## src/rtl/servant_loader_pkg.sv

```systemverilog
// rtl/servant_loader_pkg.sv - shared state encoding and constants for the servant boot loader
package servant_loader_pkg;

    localparam logic [1:0] ST_IDLE    = 2'd0;
    localparam logic [1:0] ST_COLLECT = 2'd1;
    localparam logic [1:0] ST_WRITE   = 2'd2;

    typedef enum logic [1:0] {
        IDLE    = ST_IDLE,
        COLLECT = ST_COLLECT,
        WRITE   = ST_WRITE
    } state_t;

    localparam int LANES = 4;

endpackage

```

## src/rtl/servant_loader.sv

```systemverilog
// rtl/servant_loader.sv - packs a boot byte stream into 32-bit words and writes them to RAM over Wishbone
module servant_loader
    import servant_loader_pkg::*;
#(
    parameter int depth = 256,
    parameter int aw    = $clog2(depth)
) (
    input  logic          i_wb_clk,
    input  logic          i_wb_rst,
    input  logic          i_start,
    input  logic [7:0]    i_byte,
    input  logic          i_byte_valid,
    input  logic          i_byte_last,
    output logic          o_byte_ready,
    output logic [aw-3:0] o_wb_adr,
    output logic [31:0]   o_wb_dat,
    output logic [3:0]    o_wb_sel,
    output logic          o_wb_we,
    output logic          o_wb_cyc,
    input  logic          i_wb_ack,
    output logic          o_busy,
    output logic          o_done,
    output logic          o_err,
    output logic [aw-2:0] o_words
);

    localparam logic [aw-3:0] ADR_MAX = (aw-2)'(depth/LANES - 1);

    state_t      state, state_nxt;
    logic [1:0]  lane;
    logic        last_seen;
    logic        accept;
    logic        at_end;

    assign o_byte_ready = (state == COLLECT);
    assign o_wb_we      = (state == WRITE);
    assign accept       = o_byte_ready && i_byte_valid;
    assign at_end       = (o_wb_adr == ADR_MAX);

    always_comb begin
        state_nxt = state;
        case (state)
            IDLE: begin
                if (i_start) state_nxt = COLLECT;
            end
            COLLECT: begin
                if (accept && (lane == 2'd3 || i_byte_last)) state_nxt = WRITE;
            end
            WRITE: begin
                if (i_wb_ack) state_nxt = (last_seen || at_end) ? IDLE : COLLECT;
            end
            default: state_nxt = IDLE;
        endcase
    end

    always_ff @(posedge i_wb_clk) begin
        if (i_wb_rst) begin
            state     <= IDLE;
            lane      <= 2'd0;
            last_seen <= 1'b0;
            o_wb_adr  <= '0;
            o_wb_dat  <= '0;
            o_wb_sel  <= '0;
            o_wb_cyc  <= 1'b0;
            o_busy    <= 1'b0;
            o_done    <= 1'b0;
            o_err     <= 1'b0;
            o_words   <= '0;
        end else begin
            state    <= state_nxt;
            o_wb_cyc <= (state_nxt == WRITE);
            o_busy   <= (state_nxt != IDLE);
            o_done   <= 1'b0;
            case (state)
                IDLE: begin
                    if (i_start) begin
                        lane      <= 2'd0;
                        last_seen <= 1'b0;
                        o_wb_adr  <= '0;
                        o_wb_dat  <= '0;
                        o_wb_sel  <= '0;
                        o_err     <= 1'b0;
                        o_words   <= '0;
                    end
                end
                COLLECT: begin
                    if (accept) begin
                        o_wb_dat[{lane, 3'b000} +: 8] <= i_byte;
                        o_wb_sel[lane]                <= 1'b1;
                        lane                          <= lane + 2'd1;
                        last_seen                     <= i_byte_last;
                    end
                end
                WRITE: begin
                    if (i_wb_ack) begin
                        o_words  <= o_words + (aw-1)'(1);
                        o_wb_dat <= '0;
                        o_wb_sel <= '0;
                        lane     <= 2'd0;
                        // the address saturates at the top word; running past it is an overflow
                        if (last_seen) begin
                            o_done <= 1'b1;
                        end else if (at_end) begin
                            o_err  <= 1'b1;
                            o_done <= 1'b1;
                        end else begin
                            o_wb_adr <= o_wb_adr + (aw-2)'(1);
                        end
                    end
                end
                default: ;
            endcase
        end
    end

endmodule

```

## config.mk

```make
export PLATFORM = sky130hd
export DESIGN_NAME = servant_loader
export DESIGN_NICKNAME = d
export VERILOG_FILES = /design/src/rtl/servant_loader_pkg.sv /design/src/rtl/servant_loader.sv
export SDC_FILE = /design/constraint.sdc
export NUM_CORES = 1
export LEC_CHECK = 0
export ABC_AREA = 0
export BUFFER_PORTS_ARGS = -buffer_cell sky130_fd_sc_hd__buf_4
export CAP_MARGIN = 20
export CORE_ASPECT_RATIO = 0.75
export CORE_UTILIZATION = 30
export CTS_CLUSTER_SIZE = 25
export DETAILED_ROUTE_END_ITERATION = 16
export PLACE_DENSITY = 0.51
export SLEW_MARGIN = 25
export SYNTH_ARGS = -nofsm -noshare
export SYNTH_HDL_FRONTEND = slang
export SYNTH_SLANG_ARGS = --single-unit
```

## constraint.sdc

```tcl
create_clock -name i_wb_clk -period 2 [get_ports i_wb_clk]
set_input_delay 0.3 -clock i_wb_clk [delete_from_list [all_inputs] [get_ports i_wb_clk]]
set_output_delay 0.3 -clock i_wb_clk [all_outputs]
set_load 0.02 [all_outputs]
```

==> impl_results.md <==
- Clock power frac: 0.553
- Run status: finished with violations
- Vias in the first global route: 2258
- Resized Gates After CTS: 0
- Core area: 0.00856 mm2
- Yosys warns: 0
- Initial Util: 0.313
- CTS tree: built
- First-pass DRT Iterations: 10
- Synth unique cells: 51
- Final ANT Viol Nets: 0
- Crit-path slowest cell: dfxtp_1
- Startpoint Class: register
- Worst Path Arrival: 1610 ps
- Final total power: 3.28 mW
- R2R depth: 6
- Period utilization: 0.953
- Worst-margin pin slew: 476 ps
- Main synth FF type: dfxtp_1
- Slew margin rel.: 0.681
- Total GRT Usage: 0.167
- Hold-fix buffers, CTS: 0
- Hpwl dp: 5320 um
- Synth Register Bits: 58
- Crit end category: output pin
- Post-Synthesis Net Count: 317
- Syn Inst Count: 297
- Placed Area: 0.00333 mm2
- Max Clock Freq: 525 MHz
- Residual DRC: 7
- Max incr delay on CP: 530 ps
- Via/cell ratio: 5.27
- Comb power frac: 0.085
- Drt wl/cell: 15.7 um
- Critical path startpoint: state[1]
- First-pass GRT wire length: 12200 um
- Max-slew violations: 0
- Seq/Total Area, Yosys: 0.433
- Fill count: 870
- Wirelength, routed: 7570 um
- Reg clk slew, reported paths: 50 ps
- Hold Path Depth: 3
- Starting DRT DRC Count: 123
- Num CTS Buffers: 9
- Share of post-route cells with drive strength above 1: 0.291
- GP Congestion: 0.810
- IO Pins: 69
- Power density over the cells: 890 mW/mm2
- Die ar.: 0.00932 mm2
- Critical path type: register to output pin
- Net Switching: 0.726 mW
- Ant. Diodes: 0
- Final net count: 389
- Worst Clk Skew: 5.52 ps
- Part of the power in registers: 0.362
- Largest net degree at the start of global routing: 39
- Synth top area cells: dfxtp_1 43%, o211ai_1 7.6%, nand3_1 7.3%
- Cell area after synthesis: 0.00268 mm2
- Gr ovfl total: 0
- Launching point of the worst reg2reg path: lane[1]
- Setup Buffers After CTS: 0
- Crit path cell chain: buf_4 -> and2b_2 -> buf_4
- Root buffer cell: clkbuf_16
- Fin Setup TNS: 0 ps
- Number of H-tree levels: 3
- Internal power: 2.55 mW
- Synth area leader: dfxtp_1
- Worst R2R Setup Slack: 220 ps
- Leakage: 1.40 nW
- RSZ-0062 raised after global routing: no
- Crit-path most repeated cell: buf_4
- Critical-path maximum fanout: 14
- Die Wd: 111 um
- Worst Hold Class: input port to register
- Synth Area per Inst: 9.03 um2
- Std cell rows: 29
- Peak supply drop: 0.000491 V
- I/O Buffers: 68
- Worst endpoint required time: 1700 ps
- Synth top area share: 0.433
- Hold_sp: i_byte[3]
- DR vias: 2542
- Num Clock Sinks: 58
- Final instance area: 0.00368 mm2
- Final Hold Vio Count: 0
- Failing checks: DRC
- EDFF count, synth: 0
- Sw Ratio: 0.222
- Worst-Skew Late Latency: 330 ps
- Minimum clock period: 1910 ps
- Vert. Die Dim: 83.9 um
- Layout overhead on the synthesized area: 37.3%
- Clk buf depth: 2
- # Max-Cap Violations: 0
- Final setup fails: 0
- Initial antenna violation count: 0
- Async SR Flop Fraction: 0
[state kept, by name, summed over array words and instances, names as in the netlist]
name	flops
o_wb_dat	32
o_wb_adr	6
state	2
o_wb_sel	4
o_done	1
o_wb_cyc	1
lane	2
o_words	7
o_busy	1
last_seen	1
o_err	1
[per-layer routing]
layer / global-route usage / vias up / part of all wire
met5: 0 / - / 0
met4: 0.0700 / 0 / 0.017
met1: 0.251 / 1226 / 0.53
met3: 0.0392 / 12 / 0.042
met2: 0.222 / 53 / 0.41
li1: - / 1251 / -
[path summary, 6_finish.rpt]
check / to
setup / recovery: o_byte_ready
setup reg to reg: o_wb_dat[17]
hold / removal: o_wb_dat[27]
hold reg to reg: o_wb_dat[7]
[synth_stat cells, types with 2 or more instances]
cell	instances
dfxtp_1	58
nand3_1	39
a21oi_1	34
o211ai_1	27
nor2_1	18
clkbuf_1	9
nor3_1	8
nand3b_1	7
o21ai_1	7
buf_2	6
ha_1	6
nand2_1	6
nand4b_1	6
a21o_1	5
xnor2_1	5
inv_1	4
a21oi_2	3
buf_6	3
nand2b_1	3
o21ai_0	3
xor2_1	3
a22oi_1	2
and2_1	2
and3_1	2
nand4_1	2
nor3b_1	2
nor4b_1	2
o21bai_1	2
[critical path: cells and delay by family (launching register included)]
kind | cells | cell delay [ps]
buffers and inverters | 2 | 450
flip-flops | 1 | 530
AND/OR/NAND/NOR | 1 | 290
[cell families (layout without fill, tap and decap cells)]
| family | count (synthesis) | after routing | synth area share |
|---|---|---|---|
| adder cells (fa/ha/maj) | 6 | 6 | 0.0280 |
| AND/OR/NAND/NOR | 107 | 107 | 0.236 |
| multiplexers | 3 | 3 | 0.0131 |
| flip-flops | 58 | 58 | 0.433 |
| buffers and inverters | 23 | 100 | 0.0434 |
| AO/OA/AOI/OAI | 92 | 92 | 0.220 |
| XOR/XNOR | 8 | 8 | 0.0261 |
[per-stage QoR]
stage / setup slack (ps) / instances / hold slack [ps] / util
3_3_place_gp: 247 / 466 / 458 / 0.389
6_report: 93.7 / 482 / 275 / 0.430
2_1_floorplan: 265 / 297 / 452 / -
5_1_grt: 28.4 / 482 / 295 / 0.430
3_5_place_dp: 217 / 466 / 459 / 0.389
4_1_cts: 85.7 / 482 / 269 / 0.430
[area by class of cell]
| class | instances | area, um2 | share of cell area |
|---|---|---|---|
| clock buffer | 11 | 253 | 0.0687 |
| multi-input combinational | 216 | 1400 | 0.381 |
| tap | 108 | 135 | 0.0367 |
| inverter | 4 | 15.0 | 0.00408 |
| timing repair buffer | 80 | 613 | 0.167 |
| sequential | 58 | 1160 | 0.315 |
| clock inverter | 5 | 100 | 0.0272 |
[placed cells by master (no fill, tap or decap), types with 2 or more instances in the layout]
| cell type | instances |
|---|---|
| a21o_1 | 5 |
| a21oi_1 | 34 |
| a21oi_2 | 3 |
| a22oi_1 | 2 |
| and2_1 | 2 |
| and3_1 | 2 |
| buf_4 | 79 |
| bufinv_16 | 3 |
| clkbuf_16 | 9 |
| clkbuf_8 | 2 |
| clkinv_2 | 2 |
| dfxtp_1 | 58 |
| ha_1 | 6 |
| inv_1 | 4 |
| nand2_1 | 6 |
| nand2b_1 | 3 |
| nand3_1 | 39 |
| nand3b_1 | 7 |
| nand4_1 | 2 |
| nand4b_1 | 6 |
| nor2_1 | 18 |
| nor3_1 | 8 |
| nor3b_1 | 2 |
| nor4b_1 | 2 |
| o211ai_1 | 27 |
| o21ai_0 | 3 |
| o21ai_1 | 7 |
| o21bai_1 | 2 |
| xnor2_1 | 5 |
| xor2_1 | 3 |
[power by group through the flow]
stage / Sequential, mW / Combinational [mW] / Clock, mW
3_5_place_dp: 1.21 / 0.277 / 0
6_report: 1.19 / 0.279 / 1.81
2_1_floorplan: 1.22 / 0.156 / 0
4_1_cts: 1.19 / 0.279 / 1.84
5_1_grt: 1.19 / 0.302 / 1.89
3_3_place_gp: 1.21 / 0.278 / 0
No activity file was read; power rests on OpenSTA's default activity.
